## src/rtl/mem_responder.sv

```systemverilog
// Responder end of the per-thread data-memory valid/ready interface.
// Round-robin arbitration across NUM_CONSUMERS initiators. One request at a
// time is serviced against an internal word-addressed memory with a fixed
// access latency. Each request ends with a single-cycle ready pulse.
module mem_responder #(
  parameter int NUM_CONSUMERS = 4,
  parameter int ADDR_BITS     = 8,
  parameter int DATA_BITS     = 8,
  parameter int LATENCY       = 2
) (
  input  logic                               clk,
  input  logic                               reset,
  input  logic [NUM_CONSUMERS-1:0]           consumer_read_valid,
  input  logic [NUM_CONSUMERS*ADDR_BITS-1:0] consumer_read_address,
  output logic [NUM_CONSUMERS-1:0]           consumer_read_ready,
  output logic [NUM_CONSUMERS*DATA_BITS-1:0] consumer_read_data,
  input  logic [NUM_CONSUMERS-1:0]           consumer_write_valid,
  input  logic [NUM_CONSUMERS*ADDR_BITS-1:0] consumer_write_address,
  input  logic [NUM_CONSUMERS*DATA_BITS-1:0] consumer_write_data,
  output logic [NUM_CONSUMERS-1:0]           consumer_write_ready,
  output logic                               busy
);

  localparam int IDX_W = $clog2(NUM_CONSUMERS);
  localparam int CNT_W = (LATENCY > 1) ? $clog2(LATENCY) : 1;
  localparam int DEPTH = 2 ** ADDR_BITS;

  // Consumer 0 must win the first arbitration after reset.
  localparam logic [IDX_W-1:0] LAST_GRANT_RST = IDX_W'(NUM_CONSUMERS - 1);
  localparam logic [CNT_W-1:0] CNT_LOAD       = CNT_W'(LATENCY - 1);

  typedef enum logic [1:0] {
    ST_IDLE,
    ST_WAIT,
    ST_RESPOND
  } state_e;

  state_e               state_q, state_d;
  logic [CNT_W-1:0]     cnt_q, cnt_d;
  logic [IDX_W-1:0]     last_grant_q, last_grant_d;
  logic [IDX_W-1:0]     cur_q, cur_d;
  logic                 cap_rd_q, cap_rd_d;
  logic                 cap_wr_q, cap_wr_d;
  logic [ADDR_BITS-1:0] cap_raddr_q, cap_raddr_d;
  logic [ADDR_BITS-1:0] cap_waddr_q, cap_waddr_d;
  logic [DATA_BITS-1:0] cap_wdata_q, cap_wdata_d;

  logic [NUM_CONSUMERS-1:0] rd_ready_q, rd_ready_d;
  logic [NUM_CONSUMERS-1:0] wr_ready_q, wr_ready_d;
  logic [DATA_BITS-1:0]     rd_data_q [NUM_CONSUMERS];
  logic [DATA_BITS-1:0]     rd_data_d [NUM_CONSUMERS];

  logic [DATA_BITS-1:0]     mem [DEPTH];

  logic [ADDR_BITS-1:0]     rd_addr_arr [NUM_CONSUMERS];
  logic [ADDR_BITS-1:0]     wr_addr_arr [NUM_CONSUMERS];
  logic [DATA_BITS-1:0]     wr_data_arr [NUM_CONSUMERS];

  logic [NUM_CONSUMERS-1:0] eligible;
  logic                     grant_ok;
  logic [IDX_W-1:0]         winner;
  logic [IDX_W-1:0]         cand;
  logic                     complete;
  logic [DATA_BITS-1:0]     rd_word;

  // Unpack the flat per-consumer buses and pack the read-data registers back.
  for (genvar g = 0; g < NUM_CONSUMERS; g++) begin : g_port
    assign rd_addr_arr[g] = consumer_read_address[g*ADDR_BITS +: ADDR_BITS];
    assign wr_addr_arr[g] = consumer_write_address[g*ADDR_BITS +: ADDR_BITS];
    assign wr_data_arr[g] = consumer_write_data[g*DATA_BITS +: DATA_BITS];
    assign consumer_read_data[g*DATA_BITS +: DATA_BITS] = rd_data_q[g];
  end

  // A consumer whose ready is high this cycle drops valid on this edge, so it
  // must not be re-granted on the strength of that stale valid.
  assign eligible = (consumer_read_valid | consumer_write_valid)
                  & ~(rd_ready_q | wr_ready_q);

  assign complete = (state_q == ST_WAIT) && (cnt_q == '0);

  // Write-then-read ordering: a same-request write to the read address wins.
  assign rd_word = (cap_wr_q && (cap_waddr_q == cap_raddr_q)) ? cap_wdata_q
                                                              : mem[cap_raddr_q];

  assign consumer_read_ready  = rd_ready_q;
  assign consumer_write_ready = wr_ready_q;
  assign busy                 = (state_q != ST_IDLE);

  // Round-robin search starting one past the previous winner.
  always_comb begin
    grant_ok = 1'b0;
    winner   = '0;
    cand     = '0;
    for (int off = 1; off <= NUM_CONSUMERS; off++) begin
      cand = IDX_W'((int'(last_grant_q) + off) % NUM_CONSUMERS);
      if (!grant_ok && eligible[cand]) begin
        grant_ok = 1'b1;
        winner   = cand;
      end
    end
  end

  // Next-state logic: IDLE -> WAIT (grant), WAIT counts down, RESPOND pulses
  // ready and may grant the next request back-to-back.
  always_comb begin
    // NOTE: every _d signal gets a default first so no branch can infer a latch.
    state_d      = state_q;
    cnt_d        = cnt_q;
    last_grant_d = last_grant_q;
    cur_d        = cur_q;
    cap_rd_d     = cap_rd_q;
    cap_wr_d     = cap_wr_q;
    cap_raddr_d  = cap_raddr_q;
    cap_waddr_d  = cap_waddr_q;
    cap_wdata_d  = cap_wdata_q;
    rd_ready_d   = '0;
    wr_ready_d   = '0;
    rd_data_d    = rd_data_q;

    case (state_q)
      ST_IDLE: begin
        if (grant_ok) state_d = ST_WAIT;
      end
      ST_WAIT: begin
        if (cnt_q == '0) begin
          state_d           = ST_RESPOND;
          rd_ready_d[cur_q] = cap_rd_q;
          wr_ready_d[cur_q] = cap_wr_q;
          if (cap_rd_q) rd_data_d[cur_q] = rd_word;
        end else begin
          cnt_d = cnt_q - CNT_W'(1);
        end
      end
      ST_RESPOND: begin
        state_d = grant_ok ? ST_WAIT : ST_IDLE;
      end
      default: state_d = ST_IDLE;
    endcase

    // Grant edge: snapshot the winner's request so later input changes
    // (including withdrawal) cannot disturb it.
    if (grant_ok && (state_q != ST_WAIT)) begin
      last_grant_d = winner;
      cur_d        = winner;
      cap_rd_d     = consumer_read_valid[winner];
      cap_wr_d     = consumer_write_valid[winner];
      cap_raddr_d  = rd_addr_arr[winner];
      cap_waddr_d  = wr_addr_arr[winner];
      cap_wdata_d  = wr_data_arr[winner];
      cnt_d        = CNT_LOAD;
    end
  end

  // Control and response registers; reset drops any captured request.
  always_ff @(posedge clk or negedge reset) begin
    // NOTE: sequential state uses non-blocking assignments so every register
    // samples pre-edge values regardless of statement order.
    if (!reset) begin
      state_q      <= ST_IDLE;
      cnt_q        <= '0;
      last_grant_q <= LAST_GRANT_RST;
      cur_q        <= '0;
      cap_rd_q     <= 1'b0;
      cap_wr_q     <= 1'b0;
      cap_raddr_q  <= '0;
      cap_waddr_q  <= '0;
      cap_wdata_q  <= '0;
      rd_ready_q   <= '0;
      wr_ready_q   <= '0;
      rd_data_q    <= '{default: '0};
    end else begin
      state_q      <= state_d;
      cnt_q        <= cnt_d;
      last_grant_q <= last_grant_d;
      cur_q        <= cur_d;
      cap_rd_q     <= cap_rd_d;
      cap_wr_q     <= cap_wr_d;
      cap_raddr_q  <= cap_raddr_d;
      cap_waddr_q  <= cap_waddr_d;
      cap_wdata_q  <= cap_wdata_d;
      rd_ready_q   <= rd_ready_d;
      wr_ready_q   <= wr_ready_d;
      rd_data_q    <= rd_data_d;
    end
  end

  // Data memory write port, committed on the completion edge.
  always_ff @(posedge clk) begin
    // NOTE: the memory array is intentionally not reset; its contents survive
    // reset and only the control path restarts.
    if (complete && cap_wr_q) mem[cap_waddr_q] <= cap_wdata_q;
  end

endmodule
```

## config.mk

```make
export PLATFORM = sky130hd
export DESIGN_NAME = mem_responder
export DESIGN_NICKNAME = d
export VERILOG_FILES = /design/src/rtl/mem_responder.sv
export SDC_FILE = /design/constraint.sdc
export NUM_CORES = 2
export LEC_CHECK = 0
export ABC_CLOCK_PERIOD_IN_PS = 4900
export CAP_MARGIN = 15
export CORE_MARGIN = 1
export CORE_UTILIZATION = 55
export CTS_CLUSTER_DIAMETER = 100
export DETAILED_ROUTE_END_ITERATION = 10
export DONT_BUFFER_PORTS = 1
export HOLD_SLACK_MARGIN = 0.02
export PLACE_DENSITY = 0.68
export SYNTH_ARGS = -nofsm -noshare
export SYNTH_HDL_FRONTEND = slang
export SYNTH_SLANG_ARGS = --single-unit
```

## constraint.sdc

```tcl
create_clock -name clk -period 4.9 [get_ports clk]
set_input_delay 1.225 -clock clk [delete_from_list [all_inputs] [get_ports clk]]
set_output_delay 1.225 -clock clk [all_outputs]
set_load 0.05 [all_outputs]
```

After elaboration in Yosys (flattened, before gate mapping)
Memories as Yosys holds them, arrays and structs flattened.
Index checks and enable logic that the tools add are counted.

storage, ports and cells
  output and inout port bits = 41
  bits in writable memories = 2048
  memories = 1
  register bits = 73

memories
  name  words  width  read ports  clocked after Yosys merged registers in  write ports  line  text
  mem   256    8      1           0                                        1            53    logic [DATA_BITS-1:0] mem [DEPTH];

operators by class
  $lt $le $gt $ge = 10
  equal/unequal tests = 6
  mux-type cells = 48
  bitwise operators = 9
  $add $sub $neg = 5
  reduce and logical (&&, ||, !) cells = 17

operators with widths
  operator                                                                      count
  8-bit two-way mux                                                             8
  8-bit binary-select mux with 2-bit select                                     3
  32-bit bitwise mux                                                            1
  2-bit by 3-bit less-than comparator with 1-bit output, second input constant  6
  1-bit two-way mux                                                             17
  8-bit demux with 2-bit select                                                 1
  4-bit two-way mux                                                             4
  4-bit AND                                                                     3
  1-bit binary-select mux with 2-bit select                                     6
  2-bit two-way mux                                                             6
  1-bit logical AND                                                             9
  8-bit == test                                                                 1
  4-bit bitwise OR                                                              2
  3-bit >= comparator, second input constant                                    2
  2-bit inverter with 3-bit output                                              2
  2-bit one-hot mux with 3 select lines                                         1
  2-bit by 1-bit adder with 2-bit output, second input constant                 2
  2-bit adder, second input constant                                            2
  2-bit inequality test, second input constant                                  2
  4-bit inverter                                                                1
  2-bit nonzero test                                                            2
  1-bit logical NOT                                                             3
  3-bit by 1-bit less-than comparator with 1-bit output, second input constant  1
  3-bit AND reduction                                                           1
  9 further kinds                                                               9

Longest topological paths before layout
  depth in word-level cells = 19
  mapped depth = 15
  mapped depth without buffers = 8

Worst setup path after synthesis
OpenSTA, ideal clock, no wires.

  path kind = reg-to-reg
  start point = reg cap_wdata_q[2]
  end point = reg rd_data_q, in the netlist consumer_read_data[10]
  buffers on the path = 0
  clock period less this slack = 4112 ps
  slack = 788 ps
  data arrival time = 4045 ps
  library setup time = 67 ps
  stages on the path, launching flop included = 5
  data required time = 4833 ps
  cell sequence = dfrtp_1 nand2_1 o211a_1 a21oi_1 mux2_2

between the ends
  word-level cells in the longest chain between the ends = 2

RTL lines
  element                   line  text
  start: declaration        46    logic [DATA_BITS-1:0] cap_wdata_q, cap_wdata_d;
  start signal: assignment  180   cap_wdata_q <= cap_wdata_d;
  8-bit two-way mux         82    assign rd_word = (cap_wr_q && (cap_waddr_q == cap_raddr_q)) ? cap_wdata_q
  32-bit bitwise mux        129   if (cap_rd_q) rd_data_d[cur_q] = rd_word;
  end signal: assignment    183   rd_data_q <= rd_data_d;
  end: declaration          50    logic [DATA_BITS-1:0] rd_data_q [NUM_CONSUMERS];

No other way between the ends.
A chain may end at the register's enable or synchronous reset.

Worst setup path after layout
  start point = reg cap_raddr_q[1]
  end point = reg rd_data_q, in the netlist consumer_read_data[2]

between the ends
  word-level cells in the longest chain between the ends = 4
  elaborated cells on any way between the ends = 5
  those cells by class = eq/ne (1); mux (2); reduce/logical (1); memory (1)

RTL lines
  element                                                                     line  text
  start: declaration                                                          44    logic [ADDR_BITS-1:0] cap_raddr_q, cap_raddr_d;
  start signal: assignment                                                    178   cap_raddr_q <= cap_raddr_d;
  parallel branches: the longest is 2 deep, another holds memory 256 x 8 bit  -
  8-bit two-way mux *                                                         82
  32-bit bitwise mux *                                                        129

Mark *: on every way between the ends.

==> reports/results.ini <==
[detailed_routing]
finalWirelength_um=216600
vias=42900
firstDrtPassIters=6
drc=0
viasPerCell=6.604
post_drt_wl_per_cell_um=33.35
drtIter0Drc=5575
antenna_left=0

[finish]
fin_cells=6495
nets=4408
area_growth_pct=11.45
drive_above_1_share=0.2235

[outcome]
status=completed

[sta]
whs_ns=0.06774
fin_tns_setup_ns=0
report.final.slew_viol_count=0
rsz0062_at_grt=no
finalHoldViolCount=0
finalCriticalPeriod_ns=4.522
tightest_slew_ns=1.282
finClkSkew_ns=0.05004
setup_violations=0
finalCritPeriodShare=0.9229
relSlewSlack=0.1335
fmax_mhz=221.1

[synthesis]
ys_seq_area_frac=0.7583
yosysTopAreaCell=edfxtp_1
async_reset_ff_frac=0.03442
syn_nets=4252
yosys.cell_count.top_type=edfxtp_1
muxShareOfSynthArea=0.1620
synth_top_family_by_area=multiplexers
synth-edff-count=2048
synth_compound_area_frac=0.02829
ys_ff_latch=2121
synth.top_cell.area_share=0.7364
syn_inst=4146
synth_ff_type=edfxtp_1
synthXorXnorAreaFrac=0.0008390
synth_commonest_cells=2048 x edfxtp_1, 438 x mux4_2, 315 x nor2_1, 309 x mux2i_1, 130 x nand2_1
synthAdderAreaFrac=0
synth-simple-area-share=0.03359
syn-cell-area_um2=83520
yosysWarnings=0
syn_avg_cell_area_um2=20.14
synth_cell_types=61
ys_top_cells_by_area=edfxtp_1 74%, mux4_2 12%, mux2i_1 3.7%

[setup_path]
cp_common_cell=buf_4
critical_path.max_fanout=30
crit_path_max_incr_delay_ns=0.93
path_class=reg -> reg
cp.required_ns=5.65
crit_slowest_cell=dfrtp_4
path_cells=buf_4 -> buf_4 -> mux4_2 -> mux2i_1 -> mux2i_1 -> a311oi_1 -> a32oi_1 -> nand4_1 -> a21oi_1 -> buf_4 -> mux2_2
crit_family=compound AO/OA/AOI/OAI gates
r2r-start=cap_raddr_q[1]$_DFFE_PN0P_
end_kind=register
critPathLaunchType=register
cp.arrival_ns=5.27
critical_path_buf_inv_count=3
critPathLaunch=cap_raddr_q[1]$_DFFE_PN0P_

[global_route]
use_met3=0.06704
overflow=0
grt_util_met2=0.4374
antenna_found_initial=9
grt_pass1_vias=42080
grt_first_pass_wirelength_um=307600
grt_use_met1=0.4055
top_usage_layer=met2
grt_max_degree=165
globalRouteTotalUtil=0.2851

[placed_design]
gp_congestion=0.8882
io_buffers=0
post-place-cells=6106
dpl.hpwl_um=137100

[cts]
cts_buffer_depth=3
cts_buffers=207
h-tree-depth=4
cts_tree=yes
postCtsResizedCells=0
clkLatencyLatePin_ns=0.87
numClockSinks=2121
clkTransAtPathRegs_ns=0.06
post_cts_buffers=0
ctsHoldBuffers=1
cts_root_buffer=clkbuf_16

[die]
start_util=0.5556
die_w_um=391.7
die_area_um2=153400
rows=142
core_area_um2=150300
die_h_um=391.7
ios=147

[power_and_ir_drop]
ir_worst_vdd_uv=454.2
p_leak_nw=29.51
power_density_nw_per_um2=620.0

[worst_hold_path]
hold_path.class=in -> async

[flow_run]
maxCapViolCount=0

per-layer routing:
| metal | part of all wire | up-vias |
|---|---|---|
| met1 | 0.39 | 22540 |
| met2 | 0.47 | 2556 |
| met3 | 0.11 | 429 |
| met4 | 0.035 | 14 |
| met5 | 0.00041 | - |
| li1 | - | 17350 |
stage by stage:
stage	instance area, µm²	utilization	worst slack, ns	power (mW)
detailed placement	86410	0.5749	0.4799	42.27
CTS	93050	0.6190	0.4490	57.63
global route	93080	0.6192	0.2908	59.22
finish	93080	0.6192	0.3778	57.70
floorplan	83520	-	0.7885	35.59
global placement	86410	0.5749	0.3999	42.00
worst register-to-register path: stages (launching register included):
cell,delay [ns]
dfrtp_4,0.93
buf_4,0.42
buf_4,0.31
mux4_2,0.36
mux2i_1,0.37
mux2i_1,0.15
a311oi_1,0.61
a32oi_1,0.40
nand4_1,0.21
a21oi_1,0.16
buf_4,0.21
mux2_2,0.27
cell usage in the layout, fill, tap and decap left out, types with 48 or more instances in the layout:
cell type / count
clkbuf_16: 208
edfxtp_1: 2048
buf_4: 160
mux2i_1: 309
nand2_1: 129
nor2_1: 314
nand3_1: 54
clkbuf_1: 51
o21ai_0: 62
mux4_2: 438
a22oi_1: 77
dfrtp_1: 57
clkinv_2: 49
a21oi_1: 48
final timing paths:
kind                                                endpoint  slack (ns)  depth (start not counted)
max                        consumer_read_data[2]$_DFFE_PN0P_        0.38                         11
min                               cap_raddr_q[0]$_DFFE_PN0P_        0.07                          0
max reg2reg                consumer_read_data[2]$_DFFE_PN0P_        0.38                         11
min reg2reg                           state_q[0]$_DFFE_PN0P_        0.50                          1
max in group asynchronous         cap_wdata_q[3]$_DFFE_PN0P_        4.32                          1
min in group clk                      state_q[0]$_DFFE_PN0P_        0.50                          1
area by class of cell:
type	instances	area [µm²]
timing repair buffer	187	1724
multi-input combinational	1780	18810
tap	2016	2522
antenna	5	12.51
fill	10380	57230
inverter	5	18.77
clock inverter	121	1196
clock buffer	260	5410
sequential	2121	63380
power by group:
part / leakage (nW) / internal (mW) / switching, mW
logic: 6.90 / 6.38 / 10.9
clock network: 3.23 / 8.74 / 6.80
registers: 19.4 / 22.8 / 2.12
registers in the layout (all words and copies together), names as in the netlist:
| register | flops |
|---|---|
| last_grant_q | 2 |
| cap_wdata_q | 8 |
| cur_q | 2 |
| cap_raddr_q | 8 |
| cnt_q | 1 |
| consumer_read_ready | 4 |
| consumer_write_ready | 4 |
| state_q | 2 |
| cap_rd_q | 1 |
| mem | 2048 |
| cap_wr_q | 1 |
| cap_waddr_q | 8 |
| consumer_read_data | 32 |
logic make-up (layout without fill, tap and decap cells):
family | after synthesis | count (layout)
compound gates | 345 | 345
other cells | 0 | 5
buf+inv | 245 | 573
simple gates | 632 | 632
flops | 2121 | 2121
xor+xnor | 8 | 8
mux | 795 | 795
No activity file was read; power rests on OpenSTA's default activity.
